===== src/rtl/vdp_vram_pkg.sv =====
// Shared types for the VDP VRAM read responder: address width, return tags
// and the memory request record.
package vdp_vram_pkg;

  localparam int VRAM_AW = 17;

  typedef enum logic {
    TAG_DISPLAY = 1'b0,
    TAG_CPU     = 1'b1
  } vram_tag_t;

  typedef struct packed {
    logic [VRAM_AW-1:0] address;
    logic [7:0]         wdata;
    logic               write;
  } vram_req_t;

endpackage


===== src/rtl/vdp_vram_fifo.sv =====
// Small synchronous FIFO with a combinational head read, so the owner can
// pop and forward the head within the same cycle. DEPTH must be a power of two.
module vdp_vram_fifo #(
  parameter int WIDTH = 8,
  parameter int DEPTH = 4
) (
  input  logic             clk,
  input  logic             rst,
  input  logic             push,
  input  logic             pop,
  input  logic [WIDTH-1:0] din,
  output logic [WIDTH-1:0] dout,
  output logic             full,
  output logic             empty
);

  localparam int AW = (DEPTH > 1) ? $clog2(DEPTH) : 1;

  logic [WIDTH-1:0] mem_q [DEPTH];
  logic [AW-1:0]    wr_ptr_q, wr_ptr_d;
  logic [AW-1:0]    rd_ptr_q, rd_ptr_d;
  logic [AW:0]      count_q, count_d;
  logic             do_push, do_pop;

  assign full  = (count_q == (AW+1)'(DEPTH));
  assign empty = (count_q == '0);
  assign dout  = mem_q[rd_ptr_q];

  // A push into a full FIFO is still accepted when the head leaves this cycle.
  assign do_pop  = pop && !empty;
  assign do_push = push && (!full || do_pop);

  always_comb begin
    wr_ptr_d = wr_ptr_q;
    rd_ptr_d = rd_ptr_q;
    count_d  = count_q;
    if (do_push) wr_ptr_d = wr_ptr_q + 1'b1;
    if (do_pop)  rd_ptr_d = rd_ptr_q + 1'b1;
    case ({do_push, do_pop})
      2'b10:   count_d = count_q + 1'b1;
      2'b01:   count_d = count_q - 1'b1;
      default: count_d = count_q;
    endcase
  end

  always_ff @(posedge clk or posedge rst) begin
    if (rst) begin
      wr_ptr_q <= '0;
      rd_ptr_q <= '0;
      count_q  <= '0;
    end else begin
      wr_ptr_q <= wr_ptr_d;
      rd_ptr_q <= rd_ptr_d;
      count_q  <= count_d;
    end
  end

  always_ff @(posedge clk) begin
    if (do_push) mem_q[wr_ptr_q] <= din;
  end

endmodule


===== src/rtl/vdp_vram_read_responder.sv =====
// Merges display read pulses and CPU VRAM accesses onto one memory request
// port and routes in-order read returns back to their requester.
module vdp_vram_read_responder
  import vdp_vram_pkg::*;
#(
  parameter int DISP_DEPTH      = 4,
  parameter int MAX_OUTSTANDING = 4
) (
  input  logic               clk,
  input  logic               reset,
  input  logic [VRAM_AW-1:0] vram_address,
  input  logic               vram_valid,
  output logic [7:0]         vram_rdata,
  output logic               vram_rdata_en,
  input  logic               cpu_valid,
  output logic               cpu_ready,
  input  logic               cpu_write,
  input  logic [VRAM_AW-1:0] cpu_address,
  input  logic [7:0]         cpu_wdata,
  output logic [7:0]         cpu_rdata,
  output logic               cpu_rdata_en,
  output logic               mem_valid,
  output logic               mem_write,
  output logic [VRAM_AW-1:0] mem_address,
  output logic [7:0]         mem_wdata,
  input  logic               mem_ready,
  input  logic               mem_rdata_en,
  input  logic [7:0]         mem_rdata,
  output logic               disp_overflow
);

  localparam int OW = $clog2(MAX_OUTSTANDING) + 1;

  vram_req_t          mem_req_q, mem_req_d;
  vram_tag_t          mem_tag_q, mem_tag_d;
  logic               mem_valid_q, mem_valid_d;
  logic [OW-1:0]      outstanding_q, outstanding_d;
  logic               overflow_q, overflow_d;
  logic [7:0]         vram_rdata_q, vram_rdata_d, cpu_rdata_q, cpu_rdata_d;
  logic               vram_rdata_en_q, vram_rdata_en_d, cpu_rdata_en_q, cpu_rdata_en_d;

  logic [VRAM_AW-1:0] disp_head;
  logic               disp_full, disp_empty, disp_push, disp_pop, disp_bypass;
  logic [0:0]         tag_head;
  logic               tag_full, tag_empty, tag_pop;
  logic               slot_free, rd_handshake, can_read, cpu_take;
  logic [OW-1:0]      inflight;

  assign slot_free    = !mem_valid_q || mem_ready;
  assign rd_handshake = mem_valid_q && mem_ready && !mem_req_q.write;
  assign tag_pop      = mem_rdata_en && !tag_empty;

  // The read handshaking this cycle already occupies a slot for the next request.
  assign inflight = outstanding_q + OW'(rd_handshake);
  assign can_read = inflight < OW'(MAX_OUTSTANDING);

  always_comb begin
    mem_valid_d = mem_valid_q;
    mem_req_d   = mem_req_q;
    mem_tag_d   = mem_tag_q;
    disp_pop    = 1'b0;
    disp_bypass = 1'b0;
    cpu_take    = 1'b0;
    if (slot_free) begin
      mem_valid_d = 1'b0;
      // An empty FIFO is bypassed so a fresh pulse reaches memory one cycle later.
      if ((!disp_empty || vram_valid) && can_read) begin
        mem_valid_d       = 1'b1;
        mem_req_d.address = disp_empty ? vram_address : disp_head;
        mem_req_d.wdata   = '0;
        mem_req_d.write   = 1'b0;
        mem_tag_d         = TAG_DISPLAY;
        disp_pop          = !disp_empty;
        disp_bypass       = disp_empty;
      end else if (cpu_valid && (cpu_write || can_read)) begin
        mem_valid_d       = 1'b1;
        mem_req_d.address = cpu_address;
        mem_req_d.wdata   = cpu_wdata;
        mem_req_d.write   = cpu_write;
        mem_tag_d         = TAG_CPU;
        cpu_take          = 1'b1;
      end
    end
  end

  assign disp_push  = vram_valid && !disp_bypass;
  assign overflow_d = overflow_q || (disp_push && disp_full && !disp_pop);

  always_comb begin
    vram_rdata_d    = vram_rdata_q;
    cpu_rdata_d     = cpu_rdata_q;
    vram_rdata_en_d = 1'b0;
    cpu_rdata_en_d  = 1'b0;
    outstanding_d   = outstanding_q;
    if (tag_pop) begin
      if (vram_tag_t'(tag_head) == TAG_DISPLAY) begin
        vram_rdata_d    = mem_rdata;
        vram_rdata_en_d = 1'b1;
      end else begin
        cpu_rdata_d    = mem_rdata;
        cpu_rdata_en_d = 1'b1;
      end
    end
    case ({rd_handshake, tag_pop})
      2'b10:   outstanding_d = outstanding_q + 1'b1;
      2'b01:   outstanding_d = outstanding_q - 1'b1;
      default: outstanding_d = outstanding_q;
    endcase
  end

  always_ff @(posedge clk or posedge reset) begin
    if (reset) begin
      mem_valid_q     <= 1'b0;
      mem_req_q       <= '0;
      mem_tag_q       <= TAG_DISPLAY;
      outstanding_q   <= '0;
      overflow_q      <= 1'b0;
      vram_rdata_q    <= '0;
      vram_rdata_en_q <= 1'b0;
      cpu_rdata_q     <= '0;
      cpu_rdata_en_q  <= 1'b0;
    end else begin
      mem_valid_q     <= mem_valid_d;
      mem_req_q       <= mem_req_d;
      mem_tag_q       <= mem_tag_d;
      outstanding_q   <= outstanding_d;
      overflow_q      <= overflow_d;
      vram_rdata_q    <= vram_rdata_d;
      vram_rdata_en_q <= vram_rdata_en_d;
      cpu_rdata_q     <= cpu_rdata_d;
      cpu_rdata_en_q  <= cpu_rdata_en_d;
    end
  end

  vdp_vram_fifo #(.WIDTH(VRAM_AW), .DEPTH(DISP_DEPTH)) u_disp_fifo (
    .clk   (clk),
    .rst   (reset),
    .push  (disp_push),
    .pop   (disp_pop),
    .din   (vram_address),
    .dout  (disp_head),
    .full  (disp_full),
    .empty (disp_empty)
  );

  vdp_vram_fifo #(.WIDTH(1), .DEPTH(MAX_OUTSTANDING)) u_tag_fifo (
    .clk   (clk),
    .rst   (reset),
    .push  (rd_handshake),
    .pop   (tag_pop),
    .din   (mem_tag_q),
    .dout  (tag_head),
    .full  (tag_full),
    .empty (tag_empty)
  );

  assign mem_valid     = mem_valid_q;
  assign mem_write     = mem_req_q.write;
  assign mem_address   = mem_req_q.address;
  assign mem_wdata     = mem_req_q.wdata;
  assign cpu_ready     = cpu_take && !reset && !tag_full | (cpu_take && !reset && tag_full);
  assign vram_rdata    = vram_rdata_q;
  assign vram_rdata_en = vram_rdata_en_q;
  assign cpu_rdata     = cpu_rdata_q;
  assign cpu_rdata_en  = cpu_rdata_en_q;
  assign disp_overflow = overflow_q;

endmodule


===== config.mk =====
export PLATFORM = sky130hd
export DESIGN_NAME = vdp_vram_read_responder
export DESIGN_NICKNAME = d
export VERILOG_FILES = /design/src/rtl/vdp_vram_pkg.sv /design/src/rtl/vdp_vram_fifo.sv /design/src/rtl/vdp_vram_read_responder.sv
export SDC_FILE = /design/constraint.sdc
export NUM_CORES = 1
export LEC_CHECK = 0
export ABC_AREA = 1
export BUFFER_PORTS_ARGS = -buffer_cell sky130_fd_sc_hd__buf_2
export CORE_MARGIN = 3
export CORE_UTILIZATION = 61
export CTS_CLUSTER_DIAMETER = 30
export DETAILED_ROUTE_END_ITERATION = 10
export GPL_TIMING_DRIVEN = 1
export HOLD_SLACK_MARGIN = 0.03
export PLACE_DENSITY = 0.85
export REMOVE_ABC_BUFFERS = 1
export SLEW_MARGIN = 25
export SYNTH_ARGS = -nofsm -noshare
export SYNTH_HDL_FRONTEND = slang
export SYNTH_SLANG_ARGS = --single-unit

===== constraint.sdc =====
create_clock -name clk -period 4.35 [get_ports clk]
set_input_delay 0.435 -clock clk [delete_from_list [all_inputs] [get_ports clk]]
set_output_delay 0.435 -clock clk [all_outputs]
set_load 0.03 [all_outputs]

==> metrics.md, run 1 <==
| Metric | Value |
|---|---|
| Clk_lat worst skew | 520 ps |
| Kind of critical path | register to primary output |
| Core area | 9910 um^2 |
| PwrDens | 811 nW/um^2 |
| Hold-fix buffers, CTS | 0 |
| Initial core utilization | 0.634 |
| Total CTS buffers | 17 |
| Drt drc | 0 |
| DR pass1 iterations | 5 |
| Synth top cells by count | nand2_1 (276), inv_1 (91), edfxtp_1 (72) |
| Endpoints failing setup | 0 |
| Post-DP HPWL | 9.32 mm |
| ANT cells | 0 |
| Number of synthesized register bits | 136 |
| CTS tree | done |
| Ys flop type | edfxtp_1 |
| Ranking of synthesized cells by area | edfxtp_1 (34%), dfrtp_1 (25%), nand2_1 (16%) |
| Post-synth EDFFs | 72 |
| Run status | finished, final reports clean |
| Count of non-filler cells in the finished layout | 935 |
| Post-CTS Setup Repair Bufs | 0 |
| Htree depth | 4 |
| Largest family of logic cells by synthesized area | simple AND/OR/NAND/NOR gates |
| P_int | 0.00342 W |
| Ports | 104 |
| Compound-Gate Fraction of Synth Area | 0.0263 |
| Die W | 107 um |
| Post-synthesis xor/xnor area fraction | 0.0167 |
| Crit path max fanout | 20 |
| Layout cells sized above 1 | 0.201 |
| Sequential element share of the synthesized area | 0.599 |
| Syn Inst Count | 682 |
| Max cap viols | 0 |
| Simple logic cell fraction of the synthesized area | 0.249 |
| GRT overflow | 0 |
| VDD IR max | 0.000448 V |
| CP Data Required Time | 3910 ps |
| Register share of total power | 0.340 |
| CP Capture Type | primary output |
| Fin Clk Skew | 6.94 ps |
| Design Power | 0.00606 W |
| Resize count post-CTS | 0 |
| Part of the power in the clock network | 0.227 |
| Final slew viol count | 0 |
| Final worst path period share | 0.802 |
| RSZ-0062 raised after global routing | false |
| Wirelength per Cell | 15.5 um |
| Setup TNS | 0 ps |
| Longest Clk Path Bufs | 2 |
| Max-Slew Margin vs Limit | 0.468 |
| Critical path arrival | 3050 ps |
| Measured slew at the worst slew-check pin | 796 ps |
| Via count | 4919 |
| Post-synth top area share | 0.344 |
| Row count | 36 |
| Crit path to | cpu_ready |
| R2r setup slk | 1490 ps |
| Mux cell area share after synthesis | 0.00179 |
| Critical Path Source Type | register |
| End of the worst register-to-register path | u_disp_fifo.count_q[1] |
| Clk root buf | clkbuf_8 |
| Routed Antenna Nets | 0 |
| Pleak | 3.82 nW |
| Post-Synth Adder-Cell Area | 0.0295 |
| Die Area | 11500 um^2 |
| Achievable Freq | 287 MHz |
| YS warnings | 0 |
| Final hold vios | 0 |
| Area grow syn2layout | 18.9% |
| Synth unique cells | 32 |
| Total Routing Usage GR | 0.267 |
| Most numerous cell in the Yosys netlist | nand2_1 |
| GP Congestion | 0.846 |
| Switching fraction of total power | 0.435 |
| Worst-path clk slew | 60 ps |
| Layout Nets | 859 |
| Final worst slack | 863 ps |
| Dpl cells | 903 |
| Final Critical Period | 3490 ps |
| Largest net degree at the start of global routing | 65 |
| Cell Area, Synth | 6280 um^2 |
| Vias in the first global route | 4918 |
| Reg2reg start | u_disp_fifo.count_q[0] |
| Worst setup slack after placement | 1450 ps |
| Psw | 0.00264 W |
| Start point of the critical path | u_disp_fifo.count_q[0] |
| DRT Wirelength | 14.5 mm |
| Initial antenna violation count | 0 |
| DR iter-0 viols | 380 |
| DIE HEIGHT | 107 um |
| Area leader, netlist | edfxtp_1 |
| Worst R2R Path Depth | 12 |
| Fraction of registers with async set or reset after synthesis | 0.471 |
| Syn_area_per_cell | 9.21 um^2 |
| Drt via density | 5.26 |
| Sinks on Clock Net | 136 |
| Combinational share of power | 0.433 |
| Hold/Removal Path Class | primary input to register |
| Port bufs | 103 |
| First-pass GRT wire length | 23.6 mm |
layout make-up:
cell class	instances	area, um^2
repair buffers	111	576
clock inverters	9	56.3
well taps	133	166
fillers	674	2440
multi-input cells	429	2030
clock buffers	23	520
flip-flops and latches	136	3760
inverters	94	353
power groups by stage:
stage               combinational (W)  sequential (W)  clock (W)
floorplan                     0.00141         0.00246          0
global placement              0.00248         0.00204          0
detailed placement            0.00258         0.00207          0
CTS                           0.00263         0.00205    0.00138
global route                  0.00293         0.00210    0.00144
finish                        0.00262         0.00206    0.00137
placed cells by master, fill, tap and decap left out, types with 3 or more instances in the layout:
master and instances:
ha_1 10, dfrtp_1 64, nand2_1 276, fa_1 3, edfxtp_1 72, buf_2 103, o21ai_0 12, a21oi_1 10
nor2_4 4, nand2_2 4, buf_4 8, nand3_1 63, clkbuf_8 3, xor2_1 10, inv_1 90, clkinv_2 4
clkbuf_16 19, nor2_1 22
worst max-delay path, stage by stage (launching register included):
cell     delay [ps]
dfrtp_1         400
inv_1           110
nand2_1         100
nor2_2           90
buf_4           240
inv_2           220
o21ai_4         510
nand2_1         190
nor2_4          270
inv_1           100
nor2_1           90
buf_2           200
worst min-delay path by stage:
stage,startpoint,end,slack [ps],cells past startpoint
finish,cpu_wdata[2],mem_wdata[2],120,3
global route,cpu_wdata[2],mem_wdata[2],100,3
CTS,cpu_wdata[2],mem_wdata[2],90,3
detailed placement,mem_wdata[1],mem_wdata[1],460,2
global placement,mem_wdata[6],mem_wdata[6],450,2
floorplan,u_disp_fifo.count_q[0],u_disp_fifo.count_q[0],450,1
state kept, by name, summed over array words and instances (netlist names), 2 cells and up:
register,flops
outstanding_q,3
cpu_rdata,8
mem_address,17
u_tag_fifo.rd_ptr_q,2
mem_wdata,8
u_disp_fifo.count_q,3
vram_rdata,8
u_disp_fifo.mem_q,68
u_tag_fifo.mem_q,4
u_disp_fifo.wr_ptr_q,2
u_tag_fifo.wr_ptr_q,2
u_tag_fifo.count_q,3
u_disp_fifo.rd_ptr_q,2
stage by stage:
| step | utilization | cell area [um^2] | hold WS, ps |
|---|---|---|---|
| after floorplan | - | 6150 | 446 |
| after global placement | 0.695 | 6890 | 452 |
| after detailed placement | 0.695 | 6890 | 457 |
| after CTS | 0.753 | 7470 | 94.1 |
| after global routing | 0.753 | 7470 | 105 |
| final | 0.753 | 7470 | 115 |
layer usage:
layer / GRT usage / up-vias / wire (um)
li1: - / 2340 / -
met1: 0.346 / 2306 / 5700
met2: 0.429 / 234 / 7100
met3: 0.0732 / 39 / 1250
met4: 0.109 / 0 / 408
met5: 0 / - / 0
cells by family (layout without fill, tap and decap cells):
logic type,count (synthesis),count (layout)
compound gates,28,28
simple gates,375,375
buf+inv,117,237
fa+ha+maj,13,13
xor+xnor,12,12
flops,136,136
mux,1,1
(Power assumes the default switching activity.)
==> run 2, diff against run 1 <==
--- a/config.mk
+++ b/config.mk
@@ -8,12 +8,12 @@
 export ABC_AREA = 1
 export BUFFER_PORTS_ARGS = -buffer_cell sky130_fd_sc_hd__buf_2
 export CORE_MARGIN = 3
-export CORE_UTILIZATION = 61
+export CORE_UTILIZATION = 51
 export CTS_CLUSTER_DIAMETER = 30
 export DETAILED_ROUTE_END_ITERATION = 10
 export GPL_TIMING_DRIVEN = 1
 export HOLD_SLACK_MARGIN = 0.03
-export PLACE_DENSITY = 0.85
+export PLACE_DENSITY = 0.76
 export REMOVE_ABC_BUFFERS = 1
 export SLEW_MARGIN = 25
 export SYNTH_ARGS = -nofsm -noshare
==> constraint.sdc (replaced) <==
create_clock -name clk -period 3.2 [get_ports clk]
set_input_delay 0.32 -clock clk [delete_from_list [all_inputs] [get_ports clk]]
set_output_delay 0.32 -clock clk [all_outputs]
set_load 0.03 [all_outputs]
==> run 2 against run 1 <==
Effect of this change: combinational power up 39%; die area is 18% higher; global-route usage shrank 4.3 points.
==> metrics.md, run 2 (same netlist as run 1, synthesis figures left out) <==
| Metric | Value |
|---|---|
| RSZ-0062 raised after global routing | false |
| Max reg flops | 68 (unchanged) |
| GRT overflow | 0 (unchanged) |
| Combinational share of power | 0.434 (about the same) |
| Final hold vios | 0 (unchanged) |
| Biggest register | u_disp_fifo.mem_q |
| Via count | 4865 (-1.1%) |
| Clk_lat worst skew | 420 ps (-100 ps) |
| Largest net degree at the start of global routing | 35 (-46%) |
| Longest Clk Path Bufs | 2 (unchanged) |
| Routed wl met3 | 881 um (-30%) |
| Crit path max fanout | 19 (-5.0%) |
| Wirelength per Cell | 15.2 um (-1.5%) |
| Hold path cells | 3 (unchanged) |
| CTS tree | done |
| Port bufs | 103 (unchanged) |
| Hold/Removal Path Class | primary input to register |
| Part of the power in the clock network | 0.238 (+0.011) |
| Endpoints failing setup | 0 (unchanged) |
| Achievable Freq | 376 MHz |
| Hold Crit Start | cpu_wdata[6] |
| Die Area | 13700 um^2 (+18%) |
| Register share of total power | 0.328 (-0.012) |
| Pleak | 3.87 nW (+1.2%) |
| Resize count post-CTS | 0 (unchanged) |
| Initial core utilization | 0.536 (-0.0975) |
| Layout Nets | 866 (+0.81%) |
| DIE HEIGHT | 117 um (+8.8%) |
| DR iter-0 viols | 341 (-10%) |
| ANT cells | 0 (unchanged) |
| Ports | 104 (unchanged) |
| Area grow syn2layout | 20.5% |
| Psw | 0.00355 W (+35%) |
| Routed Antenna Nets | 0 (unchanged) |
| Initial antenna violation count | 0 (unchanged) |
| Area of the multi-input gates | 2030 um^2 (unchanged) |
| Sinks on Clock Net | 136 (unchanged) |
| CP Capture Type | primary output |
| Switching fraction of total power | 0.422 (-0.0133) |
| Drt via density | 5.11 (-2.9%) |
| Total Routing Usage GR | 0.224 (-0.0435) |
| Setup TNS | 0 ps (unchanged) |
| Worst setup slack after placement | 664 ps (-789 ps) |
| DR pass1 iterations | 5 (unchanged) |
| WL met2 | 7.33 mm (+3.2%) |
| Final worst slack | 539 ps (-324 ps) |
| Post-DP HPWL | 9.91 mm (+6.3%) |
| Max layer used | met4 |
| Row count | 39 (+8.3%) |
| Reg area | 3760 um^2 (unchanged) |
| Max cap viols | 0 (unchanged) |
| WHS | 111 ps (-4.77 ps) |
| PwrDens | 1110 nW/um^2 (+37%) |
| Drt drc | 0 (unchanged) |
| CP Data Required Time | 2880 ps (-1030 ps) |
| Critical path arrival | 2340 ps (-710 ps) |
| Run status | finished, final reports clean |
| P_int | 0.00486 W (+42%) |
| Clk root buf | clkbuf_16 |
| Post-CTS Setup Repair Bufs | 0 (unchanged) |
| Final Critical Period | 2660 ps |
| Commonest non-fill, non-tap cell in the layout | nand2_1 |
| Total CTS buffers | 17 (unchanged) |
| Hold EP | mem_wdata[6] |
| DRT Wirelength | 14.5 mm (+0.33%) |
| Measured slew at the worst slew-check pin | 649 ps (-147 ps) |
| Htree depth | 4 (unchanged) |
| Final design utilization | 0.646 (-0.107) |
| Vias in the first global route | 4921 (+0.061%) |
| Fin Clk Skew | 8.90 ps (+1.96 ps) |
| R2r setup slk | 660 ps (-830 ps) |
| Die W | 117 um (+8.8%) |
| Layout cells sized above 1 | 0.208 (+0.00692) |
| VDD IR max | 0.000622 V (+39%) |
| Metal1 wirelength | 6.02 mm (+5.6%) |
| Max-Slew Margin vs Limit | 0.567 (+0.0981) |
| Kind of critical path | register to primary output |
| First-pass GRT wire length | 23.3 mm (-1.4%) |
| Most frequent cells in the layout | nand2_1 (276), buf_2 (103), inv_1 (90) |
| Worst-path clk slew | 60 ps (about the same) |
| Number of filler cells placed in the layout | 920 (+36%) |
| Final slew viol count | 0 (unchanged) |
| Reg2reg start | mem_write |
| End of the worst register-to-register path | u_disp_fifo.count_q[2] |
| Final worst path period share | 0.831 |
| GP Congestion | 0.778 (-8.0%) |
| Core area | 11700 um^2 (+18%) |
| Critical Path Source Type | register |
| Worst R2R Path Depth | 13 (+1) |
run 2: changes by cell type in the layout (fill, tap and decap cells not counted), sizes merged:
cell / delta
clkinv: +5
dlygate4sd3: +1
buf: +6
bufinv: +4
clkbuf: -6
inv: -3
run 2: worst max-delay path, stage by stage, from the launching register on:
cell and delay [ps]:
dfrtp_1 390, inv_1 110, nand2_1 90, nor2_2 170, inv_2 50, buf_4 220
o21ai_4 160, nand2_1 110, nor2_4 240, inv_1 90, nor2_1 90, buf_2 200
run 2: power groups by stage:
stage	Sequential [W]	Clock [W]	Combinational, W
6_report	0.00276	0.00200	0.00365
5_1_grt	0.00282	0.00211	0.00409
4_1_cts	0.00276	0.00202	0.00367
3_5_place_dp	0.00278	0	0.00364
3_3_place_gp	0.00274	0	0.00351
2_1_floorplan	0.00335	0	0.00191
run 2: area by class of cell:
class	count	area share
sequential	136	0.497
tap	143	0.0236
timing repair buffer	118	0.0833
clock inverter	15	0.0243
clock buffer	17	0.0562
multi-input combinational	429	0.268
inverter	94	0.0466
run 2: repair_timing:
item                                    CTS  global route
endpoints found under the setup margin    0             0
hold buffers                              1             0
hold endpoints to repair                 30             0
run 2: routing by layer:
| layer | vias to the layer above | global-route usage |
|---|---|---|
| li1 | 2357 | - |
| met2 | 160 | 0.383 |
| met3 | 28 | 0.0566 |
| met4 | 0 | 0.0894 |
| met5 | - | 0 |
| met1 | 2320 | 0.272 |
run 2: through the flow:
step                      std cells  total power [W]  cell area, um^2
after floorplan                 659          0.00526             6150
after global placement          919          0.00626             6950
after detailed placement        919          0.00642             6950
after CTS                       952          0.00845             7570
after global routing            952          0.00902             7570
final                           952          0.00840             7570
run 2: worst max path at each step:
stage | depth (start not counted) | from | slack, ps | endpoint
floorplan | 7 | mem_valid | 450 | u_disp_fifo.mem_q[0][0]
global placement | 15 | mem_ready | 780 | u_disp_fifo.count_q[2]
detailed placement | 15 | mem_ready | 660 | u_disp_fifo.count_q[2]
CTS | 11 | u_disp_fifo.count_q[0] | 500 | cpu_ready
global route | 11 | u_disp_fifo.count_q[0] | 300 | cpu_ready
finish | 11 | u_disp_fifo.count_q[0] | 540 | cpu_ready
==> run 3, diff against run 2 <==
--- a/config.mk
+++ b/config.mk
@@ -5,15 +5,15 @@
 export SDC_FILE = /design/constraint.sdc
 export NUM_CORES = 1
 export LEC_CHECK = 0
-export ABC_AREA = 1
+export ABC_AREA = 0
 export BUFFER_PORTS_ARGS = -buffer_cell sky130_fd_sc_hd__buf_2
 export CORE_MARGIN = 3
-export CORE_UTILIZATION = 51
+export CORE_UTILIZATION = 50
 export CTS_CLUSTER_DIAMETER = 30
 export DETAILED_ROUTE_END_ITERATION = 10
 export GPL_TIMING_DRIVEN = 1
 export HOLD_SLACK_MARGIN = 0.03
-export PLACE_DENSITY = 0.76
+export PLACE_DENSITY = 0.75
 export REMOVE_ABC_BUFFERS = 1
 export SLEW_MARGIN = 25
 export SYNTH_ARGS = -nofsm -noshare
==> constraint.sdc (replaced) <==
create_clock -name clk -period 2.3 [get_ports clk]
set_input_delay 0.23 -clock clk [delete_from_list [all_inputs] [get_ports clk]]
set_output_delay 0.23 -clock clk [all_outputs]
set_load 0.03 [all_outputs]
==> run 3 against run 2 <==
Effect of this change: cell area rose by 0.64%; clock power grew 30%; worst setup slack got worse by 490 ps; critical path depth is the same; flip-flop and latch count unchanged; sequential power up 42%; via count shrank 18%; utilization is 1.5 points higher; sequential share of layout area is 0.25 points lower; register-to-register slack lost 610 ps; global-route usage shrank 0.77 points; wire length fell by 5.5%; highest routed layer unchanged.
==> metrics.md, run 3 <==
| Metric | Value |
|---|---|
| Syn Inst Count | 403 (-41%) |
| Initial antenna violation count | 0 (unchanged) |
| DRT Wirelength | 13.7 mm (-5.5%) |
| RSZ-0062 raised after global routing | true |
| Total CTS buffers | 17 (unchanged) |
| Clk root buf | clkbuf_16 |
| Crit-path cells | nand3b_4, mux2i_4, nand3_2, nor3b_4, inv_1, ha_2, inv_2, fa_2, xor2_1, nor2_1, xor2_1 |
| Hold path cells | 1 (-2) |
| Drt drc | 0 (unchanged) |
| Max cap viols | 0 (unchanged) |
| Post-synth EDFFs | 72 (unchanged) |
| CP Data Required Time | 2630 ps (-250 ps) |
| Final hold vios | 0 (unchanged) |
| Layout Nets | 616 (-29%) |
| CP peak stage delay | 440 ps (+50 ps) |
| Max reg flops | 68 (unchanged) |
| Area leader, netlist | edfxtp_1 |
| Ys flop type | edfxtp_1 |
| Most frequent cells in the layout | buf_2 (102), edfxtp_1 (72), dfrtp_1 (60) |
| Routed Antenna Nets | 0 (unchanged) |
| GRT overflow | 0 (unchanged) |
| Core area | 11500 um^2 (-1.7%) |
| Ports | 104 (unchanged) |
| Htree depth | 4 (unchanged) |
| Final worst path period share | 0.978 |
| DR iter-0 viols | 286 (-16%) |
| Count of non-filler cells in the finished layout | 702 (-26%) |
| Syn_area_per_cell | 14.8 um^2 (+60%) |
| Final slew viol count | 0 (unchanged) |
| Wirelength per Cell | 19.5 um (+28%) |
| VDD IR max | 0.000698 V (+12%) |
| Critical Path Source Type | register |
| Cell Area, Synth | 5950 um^2 (-5.2%) |
| Row count | 39 (unchanged) |
| Fraction of registers with async set or reset after synthesis | 0.471 (unchanged) |
| Die Area | 13300 um^2 (-3.2%) |
| DR pass1 iterations | 5 (unchanged) |
| Run status | finished, final reports clean |
| Biggest register | u_disp_fifo.mem_q |
| Crit-path slowest cell | dfrtp_2 |
| Number of synthesized register bits | 136 (unchanged) |
| Measured slew at the worst slew-check pin | 672 ps (+22.4 ps) |
| PwrDens | 1570 nW/um^2 (+41%) |
| Largest net degree at the start of global routing | 53 (+51%) |
| Critical path arrival | 2580 ps (+240 ps) |
| First-pass GRT wire length | 21.4 mm (-8.2%) |
| CP Capture Type | register |
| Fin Clk Skew | 6.00 ps (-2.90 ps) |
| Pleak | 3.22 nW (-17%) |
| Endpoints failing setup | 0 (unchanged) |
| Port bufs | 103 (unchanged) |
| Clk_lat worst skew | 420 ps (about the same) |
| Stages on worst setup path | 11 (unchanged) |
| Area grow syn2layout | 27.9% |
| Sequential element share of the synthesized area | 0.632 (+0.0330) |
| Top delay family on crit path | adder cells |
| Most numerous cell in the Yosys netlist | edfxtp_1 |
| Vias in the first global route | 4154 (-16%) |
| GP Congestion | 0.803 (+3.2%) |
| Post-DP HPWL | 9.08 mm (-8.4%) |
| Synth top cells by count | edfxtp_1 (72), dfrtp_1 (64), a22o_1 (25) |
| Layout cells sized above 1 | 0.413 (+0.206) |
| Drt via density | 5.66 (+11%) |
| Setup TNS | 0 ps (unchanged) |
| Worst-path clk slew | 50 ps (about the same) |
| YS warnings | 0 (unchanged) |
| Crit path top cell by count | xor2_1 |
| Synth unique cells | 49 (+53%) |
| ANT cells | 0 (unchanged) |
| Post-synth top area share | 0.363 (+0.0190) |
| Commonest non-fill, non-tap cell in the layout | buf_2 |
| Ranking of synthesized cells by area | edfxtp_1 (36%), dfrtp_1 (27%), mux4_2 (6.8%) |
| Initial core utilization | 0.517 (-0.0194) |
| Design Power | 0.0120 W (+42%) |
| Worst R2R Path Depth | 11 (-2) |
| Total Routing Usage GR | 0.216 (-0.00768) |
| Final Critical Period | 2250 ps |
| Longest Clk Path Bufs | 2 (unchanged) |
| WHS | 46.8 ps (-63.7 ps) |
| Achievable Freq | 444 MHz |
| Crit path max fanout | 4 (-15) |
| Sinks on Clock Net | 136 (unchanged) |
| Die W | 115 um (-1.6%) |
| Via count | 3976 (-18%) |
| Dpl cells | 656 (-29%) |
| Max-Slew Margin vs Limit | 0.552 (-0.0143) |
| Kind of critical path | register to register |
| DIE HEIGHT | 115 um (-1.6%) |
| Hold/Removal Path Class | primary input to register |
| CTS tree | done |
| CP Buf/Inv Count | 2 (-3) |
[run 3: cell types whose count changed in the layout (fill, tap and decap cells not counted), moves of 11 or more]
| cell | change |
|---|---|
| a22o_1 | +25 |
| a22oi_1 | +16 |
| buf_4 | +18 |
| inv_1 | -73 |
| mux2_2 | +15 |
| mux4_2 | +18 |
| nand2_1 | -263 |
| nand3_1 | -59 |
| nor2_1 | -11 |
| o211ai_1 | +17 |
[run 3: path summary, 6_finish.rpt]
path / start / end / slack (ps)
worst max-delay path: outstanding_q[0] / u_disp_fifo.count_q[2] / 50
worst min-delay path: vram_address[4] / u_disp_fifo.mem_q[3][4] / 50
worst max register to register: outstanding_q[0] / u_disp_fifo.count_q[2] / 50
worst min register to register: disp_overflow / disp_overflow / 470
max in group asynchronous: reset / u_tag_fifo.wr_ptr_q[0] / 1360
min in group asynchronous: reset / mem_address[16] / 360
[run 3: logic make-up after synthesis]
kind of cell | after synthesis | share of synthesized area
fa+ha+maj | 13 | 0.0311
mux | 37 | 0.104
compound gates | 100 | 0.120
xor+xnor | 16 | 0.0235
flops | 136 | 0.632
simple gates | 60 | 0.0561
buf+inv | 41 | 0.0332
[run 3: layer usage]
layer / vias to the layer above / routed length, um / part of all wire / GRT usage
met3: 21 / 995 / 0.073 / 0.0595
met4: 0 / 176 / 0.013 / 0.0798
met1: 1960 / 5420 / 0.40 / 0.269
met2: 171 / 7110 / 0.52 / 0.363
met5: - / 0 / 0 / 0
li1: 1824 / - / - / -
[run 3: cell type report]
type	instances	area, um^2
Fill cell	830	3900
Clock buffer	24	472
Timing Repair Buffer	145	921
Multi-Input combinational cell	226	2100
Tap cell	143	179
Sequential cell	136	3770
Clock inverter	8	96.3
Inverter	20	75.1
[run 3: where the power goes]
part,switching [W],total (W),internal (W)
logic,0.00310,0.00542,0.00232
clock network,0.000959,0.00261,0.00165
registers,0.000474,0.00393,0.00346
[run 3: metrics by stage]
step           setup WS [ps]  area, um^2   util
5_1_grt                -51.0        7610  0.661
3_5_place_dp           -33.8        6800  0.591
6_report                50.0        7610  0.661
3_3_place_gp            98.5        6800  0.591
2_1_floorplan           -571        5830      -
4_1_cts                -6.66        7440  0.646
[run 3: timing repair]
item	in CTS	in global routing
pin swaps	0	5
resized for setup	5	23
buffers inserted	0	9
setup endpoints to repair	3	4
endpoints found under the hold margin	16	0
hold buffers	5	0
